[config.mk]
export PLATFORM = sky130hd
export DESIGN_NAME = metro_sched_ctrl
export DESIGN_NICKNAME = d
export VERILOG_FILES = /design/src/rtl/metro_pkg.sv /design/src/rtl/bcd_down_cnt.sv /design/src/rtl/metro_sched_ctrl.sv
export SDC_FILE = /design/constraint.sdc
export NUM_CORES = 1
export LEC_CHECK = 0
export ABC_AREA = 1
export BUFFER_PORTS_ARGS = -buffer_cell sky130_fd_sc_hd__buf_2
export CORE_AREA = 5 5 96 98
export CTS_CLUSTER_SIZE = 20
export DETAILED_ROUTE_END_ITERATION = 16
export DIE_AREA = 0 0 101 103
export HOLD_SLACK_MARGIN = 0.15
export PLACE_DENSITY = 0.76
export SETUP_SLACK_MARGIN = 0.4
export SLEW_MARGIN = 25
export SYNTH_ARGS = -nofsm -noshare
export SYNTH_HDL_FRONTEND = slang
export SYNTH_HIERARCHICAL = 1
export SYNTH_SLANG_ARGS = --single-unit
[constraint.sdc]
create_clock -name clk -period 3 [get_ports clk]
set_input_delay 0.6 -clock clk [delete_from_list [all_inputs] [get_ports clk]]
set_output_delay 0.6 -clock clk [all_outputs]
set_load 0.005 [all_outputs]
[src/rtl/metro_pkg.sv]
// rtl/metro_pkg.sv - shared types and constants for the metro schedule controller
package metro_pkg;

  localparam int DIG_W = 5;
  localparam logic [DIG_W-1:0] DIG_BLANK = 5'd16;
  localparam logic [DIG_W-1:0] DIG_DASH  = 5'd17;

  localparam logic [4:0] ARRIVE_LAST = 5'd19;
  localparam logic [3:0] PRESC_LAST  = 4'd9;

  typedef enum logic [2:0] {
    ST_IDLE,
    ST_COUNT,
    ST_ARRIVE,
    ST_DWELL,
    ST_HOLD
  } state_t;

  function automatic logic [7:0] to_bcd2(input int unsigned v);
    return {4'(v / 10), 4'(v % 10)};
  endfunction

  function automatic logic [DIG_W-1:0] dig(input logic [3:0] n);
    return {1'b0, n};
  endfunction

endpackage

[src/rtl/bcd_down_cnt.sv]
// rtl/bcd_down_cnt.sv - 2-digit BCD down-counter with load, enable, wrap value and borrow-out
module bcd_down_cnt (
  input  logic       clk,
  input  logic       reset,
  input  logic       load,
  input  logic [7:0] load_val,
  input  logic       en,
  input  logic [7:0] wrap_val,
  output logic [7:0] value,
  output logic [7:0] value_nxt,
  output logic       borrow
);

  // value_nxt is exported so the parent can register outputs with no extra latency
  always_comb begin
    value_nxt = value;
    if (load) begin
      value_nxt = load_val;
    end else if (en) begin
      if (value == 8'h00)
        value_nxt = wrap_val;
      else if (value[3:0] == 4'd0)
        value_nxt = {value[7:4] - 4'd1, 4'd9};
      else
        value_nxt = {value[7:4], value[3:0] - 4'd1};
    end
  end

  assign borrow = en && (value == 8'h00);

  always_ff @(posedge clk) begin
    if (reset) value <= 8'h00;
    else       value <= value_nxt;
  end

endmodule

[src/rtl/metro_sched_ctrl.sv]
// rtl/metro_sched_ctrl.sv - metro arrival countdown / dwell scheduler driving a 4-digit display
module metro_sched_ctrl
  import metro_pkg::*;
#(
  parameter int unsigned INTERVAL_MM = 2,
  parameter int unsigned INTERVAL_SS = 30,
  parameter int unsigned DWELL_S     = 15
) (
  input  logic             clk,
  input  logic             reset,
  input  logic             tick_10hz,
  input  logic             start,
  input  logic             hold,
  output logic [DIG_W-1:0] ones,
  output logic [DIG_W-1:0] tens,
  output logic [DIG_W-1:0] hundreds,
  output logic [DIG_W-1:0] thousands,
  output logic             door_open,
  output logic             arriving,
  output logic [7:0]       train_cnt
);

  state_t state, state_nxt, saved_state;
  logic [3:0] presc, presc_nxt;
  logic [4:0] arr_cnt, arr_nxt;
  logic [7:0] mm, mm_nxt, ss, ss_nxt, dw, dw_nxt;
  logic ss_borrow, mm_borrow_unused, dw_borrow;
  logic sec_evt, count_evt, dwell_evt, dwell_done, arrive_done, cd_zero, reload;
  logic [DIG_W-1:0] ones_nxt, tens_nxt, hundreds_nxt, thousands_nxt;

  assign sec_evt     = tick_10hz && (presc == PRESC_LAST);
  assign cd_zero     = (mm == 8'h00) && (ss == 8'h00);
  assign count_evt   = (state == ST_COUNT) && !hold && sec_evt;
  assign dwell_evt   = (state == ST_DWELL) && !hold && sec_evt;
  // Dwell ends on the event that would take it to 00, so it lasts DWELL_S seconds
  assign dwell_done  = dwell_evt && ((dw == 8'h01) || dw_borrow);
  assign arrive_done = (state == ST_ARRIVE) && !hold && tick_10hz && (arr_cnt == ARRIVE_LAST);
  assign reload      = ((state == ST_IDLE) && start) || dwell_done;

  bcd_down_cnt u_ss (
    .clk(clk), .reset(reset), .load(reload), .load_val(to_bcd2(INTERVAL_SS)),
    .en(count_evt && !cd_zero), .wrap_val(8'h59),
    .value(ss), .value_nxt(ss_nxt), .borrow(ss_borrow)
  );

  bcd_down_cnt u_mm (
    .clk(clk), .reset(reset), .load(reload), .load_val({4'd0, 4'(INTERVAL_MM)}),
    .en(ss_borrow), .wrap_val(8'h00),
    .value(mm), .value_nxt(mm_nxt), .borrow(mm_borrow_unused)
  );

  bcd_down_cnt u_dw (
    .clk(clk), .reset(reset), .load(arrive_done), .load_val(to_bcd2(DWELL_S)),
    .en(dwell_evt), .wrap_val(8'h00),
    .value(dw), .value_nxt(dw_nxt), .borrow(dw_borrow)
  );

  always_ff @(posedge clk) begin
    if (reset) begin
      state       <= ST_IDLE;
      saved_state <= ST_IDLE;
      presc       <= 4'd0;
      arr_cnt     <= 5'd0;
      train_cnt   <= 8'd0;
    end else begin
      state   <= state_nxt;
      presc   <= presc_nxt;
      arr_cnt <= arr_nxt;
      if (state_nxt == ST_HOLD && state != ST_HOLD) saved_state <= state;
      if (dwell_done) train_cnt <= train_cnt + 8'd1;
    end
  end

  always_comb begin
    state_nxt = state;
    case (state)
      ST_IDLE:   if (start) state_nxt = ST_COUNT;
      ST_COUNT:  if (hold) state_nxt = ST_HOLD;
                 else if (count_evt && cd_zero) state_nxt = ST_ARRIVE;
      ST_ARRIVE: if (hold) state_nxt = ST_HOLD;
                 else if (arrive_done) state_nxt = ST_DWELL;
      ST_DWELL:  if (hold) state_nxt = ST_HOLD;
                 else if (dwell_done) state_nxt = ST_COUNT;
      ST_HOLD:   if (!hold) state_nxt = saved_state;
      default:   state_nxt = ST_IDLE;
    endcase
  end

  // Entering or leaving HOLD keeps the prescaler so the schedule resumes mid-second
  always_comb begin
    presc_nxt = presc;
    arr_nxt   = arr_cnt;
    if (state != ST_HOLD && state_nxt != ST_HOLD) begin
      if (state_nxt != state)
        presc_nxt = 4'd0;
      else if (tick_10hz && state != ST_IDLE)
        presc_nxt = (presc == PRESC_LAST) ? 4'd0 : presc + 4'd1;
      if (state == ST_COUNT && state_nxt == ST_ARRIVE)
        arr_nxt = 5'd0;
      else if (state == ST_ARRIVE && state_nxt == ST_ARRIVE && tick_10hz)
        arr_nxt = arr_cnt + 5'd1;
    end
  end

  always_comb begin
    thousands_nxt = thousands;
    hundreds_nxt  = hundreds;
    tens_nxt      = tens;
    ones_nxt      = ones;
    case (state_nxt)
      ST_IDLE: begin
        thousands_nxt = DIG_DASH; hundreds_nxt = DIG_DASH;
        tens_nxt      = DIG_DASH; ones_nxt     = DIG_DASH;
      end
      ST_COUNT: begin
        thousands_nxt = dig(mm_nxt[7:4]); hundreds_nxt = dig(mm_nxt[3:0]);
        tens_nxt      = dig(ss_nxt[7:4]); ones_nxt     = dig(ss_nxt[3:0]);
      end
      ST_ARRIVE: begin
        if ((arr_nxt >= 5'd5 && arr_nxt < 5'd10) || arr_nxt >= 5'd15) begin
          thousands_nxt = DIG_BLANK; hundreds_nxt = DIG_BLANK;
          tens_nxt      = DIG_BLANK; ones_nxt     = DIG_BLANK;
        end else begin
          thousands_nxt = 5'd0; hundreds_nxt = 5'd0;
          tens_nxt      = 5'd0; ones_nxt     = 5'd0;
        end
      end
      ST_DWELL: begin
        thousands_nxt = DIG_DASH;         hundreds_nxt = DIG_DASH;
        tens_nxt      = dig(dw_nxt[7:4]); ones_nxt     = dig(dw_nxt[3:0]);
      end
      default: ;
    endcase
  end

  always_ff @(posedge clk) begin
    if (reset) begin
      thousands <= DIG_DASH;
      hundreds  <= DIG_DASH;
      tens      <= DIG_DASH;
      ones      <= DIG_DASH;
      door_open <= 1'b0;
      arriving  <= 1'b0;
    end else begin
      thousands <= thousands_nxt;
      hundreds  <= hundreds_nxt;
      tens      <= tens_nxt;
      ones      <= ones_nxt;
      door_open <= (state_nxt == ST_DWELL);
      arriving  <= (state_nxt == ST_ARRIVE);
    end
  end

endmodule

# Word-level counts from Yosys, hierarchy flattened
# Cells that the tools add are included.
# classes
add_sub_neg	9
n_lt_le_gt_ge	3
eq_ne	14
muxes	32
n_reduce_logical	41
# ops
cell	count
8-bit two-way mux	12
5-bit one-hot mux with 4 select lines	2
5-bit one-hot mux with 3 select lines	2
8-bit zero test	3
3-bit two-way mux	8
4-bit by 1-bit subtractor with 4-bit output, second input constant	6
1-bit logical AND	22
5-bit two-way mux	4
3-bit one-hot mux with 5 select lines	1
3-bit by 2-bit equality test with 1-bit output, second input constant	4
4-bit zero test	3
4-bit two-way mux	3
8-bit by 1-bit adder with 8-bit output, second input constant	1
8-bit by 1-bit equality test with 1-bit output, second input constant	1
3-bit by 1-bit equality test with 1-bit output, second input constant	2
3-bit equality test, second input constant	2
3-bit zero test	2
3-bit inequality test, second input constant	2
3-bit nonzero test	2
5-bit by 1-bit adder with 5-bit output, second input constant	1
5-bit equality test, second input constant	1
5-bit by 3-bit greater-or-equal comparator with 1-bit output, second input constant	1
5-bit by 4-bit greater-or-equal comparator with 1-bit output, second input constant	1
5-bit by 4-bit < comparator with 1-bit output, second input constant	1
other kinds (9)	12
# word_totals
register_bits	69
in_bits	5
output_inout_bits	30
elab_cells	113

# Depth between registers and ports, before layout
# Gate-level depths: netlist (run 1).
# depth
word_depth	20
depth_mapped	22
depth_no_buf	22

# Cells and area by module
# Netlist (run 1), hierarchy kept.
# modules_own_cells
mod	n_inst	cells_each	area_per_inst_um2	seq_area_each_um2
metro_sched_ctrl	1	323	2239.6	860.8
bcd_down_cnt	3	116	706.9	160.2

# Least setup slack after synthesis (run 1)
# OpenSTA, ideal clock, no wires.
# synth_timing
path_type	input port to flip-flop
from	input port hold
to	register thousands[3]
setup_time_ns	0.117
t_arrival_ns	2.447
required_ns	2.883
slack_ns	0.436
path_stages	15
n_path_buf	1
path_cell_list	inv_1 -> nand3_1 -> nor2_2 -> inv_1 -> nor2_4 -> inv_1 -> nand2_1 -> nand2_2 -> nand2_1 -> buf_2 -> inv_1 -> or2_2 -> nand2_1 -> inv_1 -> a32o_1
# synth_between
word_cells_on_any_way	32
classes_between	eq/ne (3); mux (11); reduce/logical (18)
# synth_rtl
element	line_no	source
from (decl)	metro_sched_ctrl.sv:13	input logic hold,
1-bit zero test	--	
1-bit logical AND (2 in series)	metro_sched_ctrl.sv:34	assign dwell_evt = (state == ST_DWELL) && !hold && sec_evt;
net dwell_evt	metro_sched_ctrl.sv:28	logic sec_evt, count_evt, dwell_evt, dwell_done, arrive_done, cd_zero, reload;
1-bit logical AND	bcd_down_cnt.sv:29	assign borrow = en && (value == 8'h00);
net dw_borrow	metro_sched_ctrl.sv:27	logic ss_borrow, mm_borrow_unused, dw_borrow;
1-bit logical OR	metro_sched_ctrl.sv:36	assign dwell_done = dwell_evt && ((dw == 8'h01) || dw_borrow);
1-bit logical AND	metro_sched_ctrl.sv:36	
1-bit logical OR	metro_sched_ctrl.sv:38	assign reload = ((state == ST_IDLE) && start) || dwell_done;
net reload	metro_sched_ctrl.sv:28	
8-bit two-way mux	bcd_down_cnt.sv:17	if (load) begin
net mm_nxt[7]	metro_sched_ctrl.sv:26	logic [7:0] mm, mm_nxt, ss, ss_nxt, dw, dw_nxt;
5-bit one-hot mux with 3 select lines	metro_sched_ctrl.sv:110	case (state_nxt)
to (signal assigned)	metro_sched_ctrl.sv:145	thousands <= thousands_nxt;
to (decl)	metro_sched_ctrl.sv:17	output logic [DIG_W-1:0] thousands,
# The timed path passes the listed nets, and every way through them passes these cells.
# A chain may end at the register's enable or synchronous reset.

# Final worst setup path (run 1)
# layout_timing
from	register presc[1]
to	register hundreds[4]
# layout_between
elab_chain_len	20
word_cells_on_any_way	34
classes_between	order compare (3); eq/ne (5); mux (10); reduce/logical (16)
# layout_lines
element	line_no	source
from (decl)	metro_sched_ctrl.sv:24	logic [3:0] presc, presc_nxt;
from (signal assigned)	metro_sched_ctrl.sv:67	presc <= presc_nxt;
4-bit equality test (*)	metro_sched_ctrl.sv:31	assign sec_evt = tick_10hz && (presc == PRESC_LAST);
1-bit logical AND (*)	metro_sched_ctrl.sv:31	
1-bit logical AND	metro_sched_ctrl.sv:34	
1-bit logical AND	bcd_down_cnt.sv:29	
1-bit logical OR	metro_sched_ctrl.sv:36	
1-bit logical AND	metro_sched_ctrl.sv:36	
3-bit two-way mux	metro_sched_ctrl.sv:83	else if (dwell_done) state_nxt = ST_COUNT;
3-bit two-way mux	metro_sched_ctrl.sv:82	ST_DWELL: if (hold) state_nxt = ST_HOLD;
[... 4 more ...]	--	
5-bit two-way mux	metro_sched_ctrl.sv:100	else if (state == ST_ARRIVE && state_nxt == ST_ARRIVE && tick_10hz)
5-bit two-way mux	metro_sched_ctrl.sv:98	if (state == ST_COUNT && state_nxt == ST_ARRIVE)
5-bit two-way mux	metro_sched_ctrl.sv:93	if (state != ST_HOLD && state_nxt != ST_HOLD) begin
5-bit by 3-bit greater-or-equal comparator with 1-bit output or 5-bit by 4-bit < comparator with 1-bit output (tied branches)	metro_sched_ctrl.sv:120	if ((arr_nxt >= 5'd5 && arr_nxt < 5'd10) || arr_nxt >= 5'd15) begin
1-bit logical AND	metro_sched_ctrl.sv:120	
1-bit logical OR	metro_sched_ctrl.sv:120	
5-bit two-way mux	metro_sched_ctrl.sv:120	
5-bit one-hot mux with 3 select lines	metro_sched_ctrl.sv:110	
to (signal assigned)	metro_sched_ctrl.sv:146	hundreds <= hundreds_nxt;
to (decl)	metro_sched_ctrl.sv:16	output logic [DIG_W-1:0] hundreds,
# Mark *: on every way between the ends. The rest lies on a longest branch, timed or not.

==> impl_metrics.yaml, run 1 <==
clocking:
  root_buffer: "clkbuf_8"
  cts_tree: "done"
  clk_pin_slew_ns: 0.08
  cts_sinks: 67
  clk_latency_ns: 0.35
  cts_buffers: 9
  clock_path_buffers: 2
  htree_levels: 3
  cts_hold_buf: 0
global_route:
  antenna_found_initial: 0
  grt_usage: 0.204
  grt_remaining_overflow: 0
  grt_max_degree: 26
  grt_pass1_wl_um: 17200
  grt_pass1_vias: 3976
sta:
  post-route-period-util: 0.846
  layout_setup_ws_ns: 0.461
  grt_setup_unrepaired: "true"
  final-setup-viol-count: 0
  final.setup.tns_ns: 0
  fmax_mhz: 394
  fin_crit_ns: 2.54
  slew_violations: 0
  hold_viol: 0
  fin_skew_ns: 0.00845
critical_path:
  cp_common_cell: "nand2_1"
  worstPathRequired_ns: 3.24
  cpPeakStageDelay_ns: 0.34
  path_class: "flip-flop to flip-flop"
  path_cells: "inv_2 > ha_4 > nand4_1 > buf_4 > nor2_4 > nand3_4 > a21oi_4 > buf_12 > nand4_4 > buf_6 > nand2_1 > nand2_1 > nand4_1 > nand2_1 > inv_1 > nand2_1 > nand2_2 > nand3b_1"
  critPathCaptureType: "flip-flop"
  crit_path_max_fanout: 6
  critical-path-slowest-cell: "dfxtp_2"
  cp_data_arrival_time_ns: 2.78
  start_kind: "flip-flop"
route:
  ant_nets: 0
  vias: 4457
  dr.pass1.iters: 5
  drtIter0Drc: 354
  wire_per_inst_um: 12.4
  viasPerCell: 5.04
  route.detailed.drc: 0
  routed_wl_um: 11000
synthesis:
  netlist_area_um2: 4360
  ys_ff_latch: 67
  yosys.area.top_type: "dfxtp_1"
  synth_top_family_by_area: "simple AND/OR/NAND/NOR gates"
  synth_area_leaders: "dfxtp_1 31%, nand2_1 13%, inv_1 9.0%"
  ys_types: 38
  syn_inst: 671
  yosysSeqAreaShare: 0.308
  synth_xor_area_frac: 0.0261
  synth_top_cell_area_share: 0.308
  synth-warning-count: 6
  synth_compound_area_frac: 0.157
  synthSimpleGateAreaFrac: 0.363
  muxShareOfSynthArea: 0
  synth_adder_area_share: 0.0287
  syn_area_per_cell_um2: 6.50
placement:
  hpwlAfterDp_um: 7830
  placed_area_um2: 4840
  place_ws_ns: 0.179
  placed_cells: 853
  port-buffer-count: 34
  gp_congestion: 0.932
floorplan:
  die_area_um2: 10400
  coreArea_um2: 8380
  rows: 34
  die_w_um: 101
  start_util: 0.520
  die_y_um: 103
  ios: 35
finish:
  diodes: 0
  drive_gt1_frac: 0.196
  final_cells: 885
  area_delta_synth_final_pct: 20.9
  nNetsFinal: 787
  design_area_um2: 5270
pwr:
  ir_worst_vdd_uv: 327
  leakage_nw: 2.55
  p_total_mw: 2.26
  p_per_area_nw_per_um2: 428
status:
  status: "completed"
worst_hold_path:
  hp-class: "flip-flop to flip-flop"
flow_run:
  drv_cap: 0
==> repair_timing <==
action,CTS,global route
endpoints found under the setup margin,5,19
pin swaps,1,13
setup buffers,0,15
cloned,0,1
gates resized for setup,5,25
endpoints found under the hold margin,0,0
==> final timing paths <==
check                       from              to  slack (ns)  cells after the start
setup / recovery        presc[1]     hundreds[4]        0.46                     18
hold / removal    saved_state[2]  saved_state[2]        0.46                      2
setup reg to reg        presc[1]     hundreds[4]        0.46                     18
hold reg to reg   saved_state[2]  saved_state[2]        0.46                      2
==> final cells by class <==
type,count,area [um^2]
Fill cell,751,3110
Multi-Input combinational cell,521,2770
Sequential cell,67,1350
Inverter,113,435
Timing Repair Buffer,59,374
Clock buffer,10,138
Tap cell,108,135
Clock inverter,6,65.1
Timing Repair inverter,1,5.00
==> cells by family (layout without fill, tap and decap cells) <==
family / Yosys count / in the layout
flip-flops: 67 / 67
other: 2 / 48
AND/OR/NAND/NOR: 333 / 333
XOR/XNOR: 13 / 13
adder cells (fa/ha/maj): 10 / 10
AO/OA/AOI/OAI: 117 / 117
buffers and inverters: 129 / 189
==> sequential cells by signal (all words and copies together) (netlist names) <==
signal and cells:
state 3, thousands 4, ones 5, door_open 1, arr_cnt 5, train_cnt 8
tens 4, u_dw/value 8, saved_state 3, presc 4, u_mm/value 8, u_ss/value 8
hundreds 5, arriving 1
==> through the flow <==
| step | hold slack (ns) | utilization |
|---|---|---|
| global placement | 0.436 | 0.577 |
| detailed placement | 0.442 | 0.577 |
| CTS | 0.454 | 0.604 |
| global route | 0.468 | 0.629 |
| floorplan | 0.424 | - |
| finish | 0.455 | 0.629 |
==> layout by cell type (no fill, tap or decap), drive strengths merged <==
cell      instances
a32o              6
a21oi            58
buf              59
dfxtp            67
a211oi           10
xor2             12
xnor2             1
nand3            39
clkbuf           10
ha               10
clkinvlp          3
nand4             5
a21boi            1
o211ai            1
nand3b            1
a22oi             6
clkinv            4
nor2             99
o21ai            35
nor3             19
inv             112
conb             48
or2               7
bufinv            1
nand2           163
==> per-layer routing <==
metal	vias to the layer above	GRT usage	routed length, um
met4	0	0.0982	304
met3	32	0.0480	547
met5	-	0	0
li1	2285	-	-
met1	2007	0.251	4900
met2	133	0.337	5250
==> power by group <==
part	switching, mW	leakage, nW	internal, mW
registers	0.0582	0.550	0.941
logic	0.301	1.90	0.180
clock network	0.369	0.102	0.406
==> cells in the mapped netlist, drive strengths merged <==
library cell    n
a211oi         10
clkbuf          4
nand4           5
buf            12
o211ai          1
a21oi          58
or2             7
dfxtp          67
nand3          39
a22oi           6
nand3b          1
o21ai          35
nor2           99
a32o            6
ha             10
xor2           12
a21boi          1
inv           113
nor3           19
nand2         163
xnor2           1
conb            2
==> worst max-delay path: cells and delay by family (launching register included) <==
family / cells / cell delay, ns
AND/OR/NAND/NOR: 11 / 1.07
adder cells (fa/ha/maj): 1 / 0.13
buffers and inverters: 5 / 0.63
AO/OA/AOI/OAI: 1 / 0.25
flip-flops: 1 / 0.34
No activity file was read; power rests on OpenSTA's default activity.
==> inputs of run 2 (changes only) <==
--- a/config.mk
+++ b/config.mk
@@ -5,14 +5,14 @@
 export SDC_FILE = /design/constraint.sdc
 export NUM_CORES = 1
 export LEC_CHECK = 0
-export ABC_AREA = 1
+export ABC_AREA = 0
 export BUFFER_PORTS_ARGS = -buffer_cell sky130_fd_sc_hd__buf_2
 export CORE_AREA = 5 5 96 98
 export CTS_CLUSTER_SIZE = 20
 export DETAILED_ROUTE_END_ITERATION = 16
 export DIE_AREA = 0 0 101 103
 export HOLD_SLACK_MARGIN = 0.15
-export PLACE_DENSITY = 0.76
+export PLACE_DENSITY = 0.8
 export SETUP_SLACK_MARGIN = 0.4
 export SLEW_MARGIN = 25
 export SYNTH_ARGS = -nofsm -noshare
==> constraint.sdc (replaced) <==
create_clock -name clk -period 2.2 [get_ports clk]
set_input_delay 0.44 -clock clk [delete_from_list [all_inputs] [get_ports clk]]
set_output_delay 0.44 -clock clk [all_outputs]
set_load 0.005 [all_outputs]
==> impl_metrics.yaml, run 2 <==
global_route:
  grt_pass1_wl_um: 23900
  antenna_found_initial: 0
  grt_pass1_vias: 5121
  grt_max_degree: 42
  grt_remaining_overflow: 0
  grt_usage: 0.288
synthesis:
  netlist_area_um2: 4420
  synth-warning-count: 6
  syn_area_per_cell_um2: 8.43
  syn_inst: 524
clocking:
  clk_latency_ns: 0.37
  cts_tree: "done"
  root_buffer: "clkbuf_8"
  cts_hold_buf: 0
  clock_path_buffers: 2
  clk_pin_slew_ns: 0.09
  htree_levels: 3
  cts_sinks: 67
  cts_buffers: 9
floorplan:
  rows: 34
  die_w_um: 101
  coreArea_um2: 8380
  die_y_um: 103
  die_area_um2: 10400
  ios: 35
  start_util: 0.527
sta:
  slew_violations: 0
  max_slew_margin: 0.504
  grt_setup_unrepaired: "true"
  final-setup-viol-count: 57
  layout_setup_ws_ns: -1.02
  hold_viol: 0
  tightestPinTransition_ns: 0.742
  fin_skew_ns: 0.0119
  whs_ns: 0.489
  fmax_mhz: 311
  fin_crit_ns: 3.22
  post-route-period-util: 1.46
route:
  vias: 5484
  ant_nets: 0
  drtIter0Drc: 551
  routed_wl_um: 18000
  route.detailed.drc: 0
  dr.pass1.iters: 6
  wire_per_inst_um: 21.0
  viasPerCell: 6.39
critical_path:
  path_class: "flip-flop to flip-flop"
  cp_data_arrival_time_ns: 3.49
  critPathCaptureType: "flip-flop"
  crit_path_max_fanout: 3
  start_kind: "flip-flop"
  worstPathRequired_ns: 2.46
pwr:
  p_per_area_nw_per_um2: 479
  ir_worst_vdd_uv: 413
  p_total_mw: 3.22
  leakage_nw: 2.87
finish:
  nNetsFinal: 760
  final_cell_mix: "124 x buf_4, 64 x dfxtp_1, 51 x conb_1"
  area_delta_synth_final_pct: 52.3
  layout_commonest_cell: "buf_4"
  drive_gt1_frac: 0.436
  final_cells: 858
  diodes: 0
status:
  violations: "negative setup slack"
  status: "complete, but fails checks"
flow_run:
  drv_cap: 0
worst_hold_path:
  hp-class: "flip-flop to flip-flop"
placement:
  hpwlAfterDp_um: 9310
  placed_cells: 810
  port-buffer-count: 34
  gp_congestion: 0.880
[run 2: power breakdown]
group / switching (mW) / total (mW) / internal [mW] / leakage [nW]
registers: 0.0519 / 1.32 / 1.27 / 0.547
clock network: 0.562 / 1.00 / 0.437 / 0.0843
logic: 0.495 / 0.895 / 0.400 / 2.24
total: 1.11 / 3.22 / 2.11 / 2.87
[run 2: worst max-delay path, stage by stage (launching register included)]
cell and delay [ns]:
dfxtp_2 0.33, inv_2 0.07, ha_4 0.12, and4b_2 0.25, and3_4 0.19, or4b_4 0.49
nor2_4 0.10, and2_4 0.15, or4b_4 0.48, a211o_1 0.28, a211oi_2 0.32, nor2_1 0.08
o21ai_1 0.17, o21ai_1 0.08
[run 2: final timing paths]
path                  start              to  slack, ns  depth (start not counted)
min reg2reg  saved_state[2]  saved_state[2]       0.49                          1
max reg2reg        presc[1]    thousands[0]      -1.02                         13
max                presc[1]    thousands[0]      -1.02                         13
min          saved_state[2]  saved_state[2]       0.49                          1
[run 2: timing repair]
item,in CTS,in global routing
gates cloned,0,1
buffers inserted,20,11
pin swaps,25,26
endpoints found under the setup margin,63,65
gates resized for setup,39,46
[run 2: layout make-up]
| class | count | area, um^2 |
|---|---|---|
| Clock buffer | 10 | 138 |
| Clock inverter | 6 | 41.3 |
| Fill cell | 445 | 1660 |
| Inverter | 32 | 125 |
| Multi-Input combinational cell | 450 | 3500 |
| Sequential cell | 67 | 1350 |
| Tap cell | 108 | 135 |
| Timing Repair Buffer | 185 | 1440 |
[run 2: through the flow]
step / util / worst slack [ns] / cell area, um^2 / TNS (ns)
2_1_floorplan: - / -1.20 / 4870 / -40.21
3_3_place_gp: 0.705 / -1.05 / 5910 / -38.57
3_5_place_dp: 0.705 / -1.12 / 5910 / -42.06
4_1_cts: 0.766 / -0.967 / 6420 / -35.23
5_1_grt: 0.802 / -1.13 / 6720 / -46.61
6_report: 0.802 / -1.02 / 6720 / -40.53
[run 2: per-layer routing]
layer | wire [um] | part of all wire | track usage
met4 | 1410 | 0.078 | 0.164
met1 | 6130 | 0.34 | 0.315
met2 | 8830 | 0.49 | 0.518
met5 | 0 | 0 | 0
met3 | 1630 | 0.090 | 0.0575
==> inputs of run 3 (changes only) <==
--- a/config.mk
+++ b/config.mk
@@ -13,6 +13,7 @@
 export DIE_AREA = 0 0 101 103
 export HOLD_SLACK_MARGIN = 0.15
 export PLACE_DENSITY = 0.8
+export RECOVER_POWER = 100
 export SETUP_SLACK_MARGIN = 0.4
 export SLEW_MARGIN = 25
 export SYNTH_ARGS = -nofsm -noshare
==> impl_metrics.yaml, run 3 (synthesis results as in run 2) <==
route:
  drtIter0Drc: 573
  vias: 5508
  routed_wl_um: 18200
  route.detailed.drc: 0
  viasPerCell: 6.42
  dr.pass1.iters: 6
  ant_nets: 0
  wire_per_inst_um: 21.2
floorplan:
  ios: 35
  die_area_um2: 10400
  coreArea_um2: 8380
  die_w_um: 101
  rows: 34
  die_y_um: 103
  start_util: 0.527
sta:
  fin_skew_ns: 0.0133
  layout_setup_ws_ns: -1.01
  post-route-period-util: 1.46
  slew_violations: 0
  tightestPinTransition_ns: 0.749
  fin_crit_ns: 3.21
  hold_viol: 0
  final-setup-viol-count: 60
  max_slew_margin: 0.499
  fmax_mhz: 311
  grt_setup_unrepaired: "true"
critical_path:
  cpPeakStageDelay_ns: 0.49
  critPathCaptureType: "flip-flop"
  cpLargestDelayFamily: "simple AND/OR/NAND/NOR gates"
  worstPathRequired_ns: 2.46
  start_kind: "flip-flop"
  critical-path-slowest-cell: "or4b_4"
  crit_path_max_fanout: 3
  path_cells: "inv_2 > ha_4 > and4b_2 > and3_4 > or4b_4 > nor2_4 > and2_4 > or4b_4 > a211o_1 > a211oi_2 > nor2_1 > o21ai_1 > o21ai_1"
  path_class: "flip-flop to flip-flop"
  cp_data_arrival_time_ns: 3.47
  path_buf_inv: 1
placement:
  hpwlAfterDp_um: 9310
  gp_congestion: 0.880
  placed_area_um2: 5910
  place_ws_ns: -1.12
  port-buffer-count: 34
clocking:
  clock_path_buffers: 2
  cts_tree: "done"
  htree_levels: 3
  clk_pin_slew_ns: 0.09
  cts_buffers: 9
  clk_latency_ns: 0.37
  cts_sinks: 67
  cts_hold_buf: 0
  root_buffer: "clkbuf_8"
global_route:
  grtUsageMet2: 0.518
  antenna_found_initial: 0
  grt_use_met1: 0.315
  grt_pass1_wl_um: 23900
  grt_usage: 0.288
  grt_max_degree: 42
  use_met3: 0.0575
  grt_remaining_overflow: 0
  grt_busiest_layer: "met2"
  grt_pass1_vias: 5121
finish:
  drive_gt1_frac: 0.401
  n_fill_cell: 470
  ff_latch_area_um2: 1350
  final_cell_mix: "123 x buf_4, 64 x dfxtp_1, 51 x conb_1"
  diodes: 0
  nNetsFinal: 760
  layout_commonest_cell: "buf_4"
  area_delta_synth_final_pct: 50.5
  design_area_um2: 6650
  multi_input_area_um2: 3470
  final_util: 0.793
pwr:
  leakage_nw: 2.79
  ir_worst_vdd_uv: 413
  p_per_area_nw_per_um2: 482
  p_total_mw: 3.21
status:
  status: "complete, but fails checks"
  violations: "negative setup slack"
flow_run:
  drv_cap: 0
worst_hold_path:
  hp-class: "flip-flop to flip-flop"
run 3: changes by cell type in the layout (fill, tap and decap cells not counted), moves of 2 or more:
cell      before  now
buf_6         22   20
nor4_4         2    0
buf_2         34   13
clkbuf_1       0   23
run 3: area by class of cell:
| class | instances | share of cell area |
|---|---|---|
| Sequential cell | 67 | 0.202 |
| Inverter | 32 | 0.0188 |
| Clock buffer | 10 | 0.0207 |
| Tap cell | 108 | 0.0203 |
| Multi-Input combinational cell | 450 | 0.523 |
| Clock inverter | 6 | 0.00621 |
| Timing Repair Buffer | 185 | 0.209 |
run 3: what timing repair did:
action                     in CTS  in global routing
hold endpoints to repair        0                  0
setup endpoints to repair      63                 65
gates resized for setup        39                 46
buffers inserted               20                 11
gates cloned                    0                  1
pin swaps                      25                 26
run 3: final timing paths:
path | from | cells past startpoint | slack (ns) | end
setup / recovery | presc[1] | 13 | -1.01 | thousands[0]
hold / removal | saved_state[2] | 1 | 0.49 | saved_state[2]
setup reg to reg | presc[1] | 13 | -1.01 | thousands[0]
hold reg to reg | saved_state[2] | 1 | 0.49 | saved_state[2]
run 3: metrics by stage:
stage / cells / TNS (ns) / hold slack [ns]
final: 858 / -41.86 / 0.490
after global routing: 858 / -48.45 / 0.524
after CTS: 846 / -35.23 / 0.486
after detailed placement: 810 / -42.06 / 0.474
after global placement: 810 / -38.57 / 0.468
after floorplan: 573 / -40.21 / 0.458
run 3: layer usage:
| layer | vias up | share of wire |
|---|---|---|
| met5 | - | 0 |
| met4 | 0 | 0.076 |
| met3 | 160 | 0.082 |
| met2 | 407 | 0.49 |
| met1 | 2605 | 0.35 |
| li1 | 2336 | - |
run 3: report_power, final:
part           leakage [nW]  total [mW]  switching [mW]  internal (mW)
clock                0.0843       0.995           0.558          0.438
sequential            0.547        1.32          0.0506           1.27
combinational          2.16       0.888           0.497          0.390
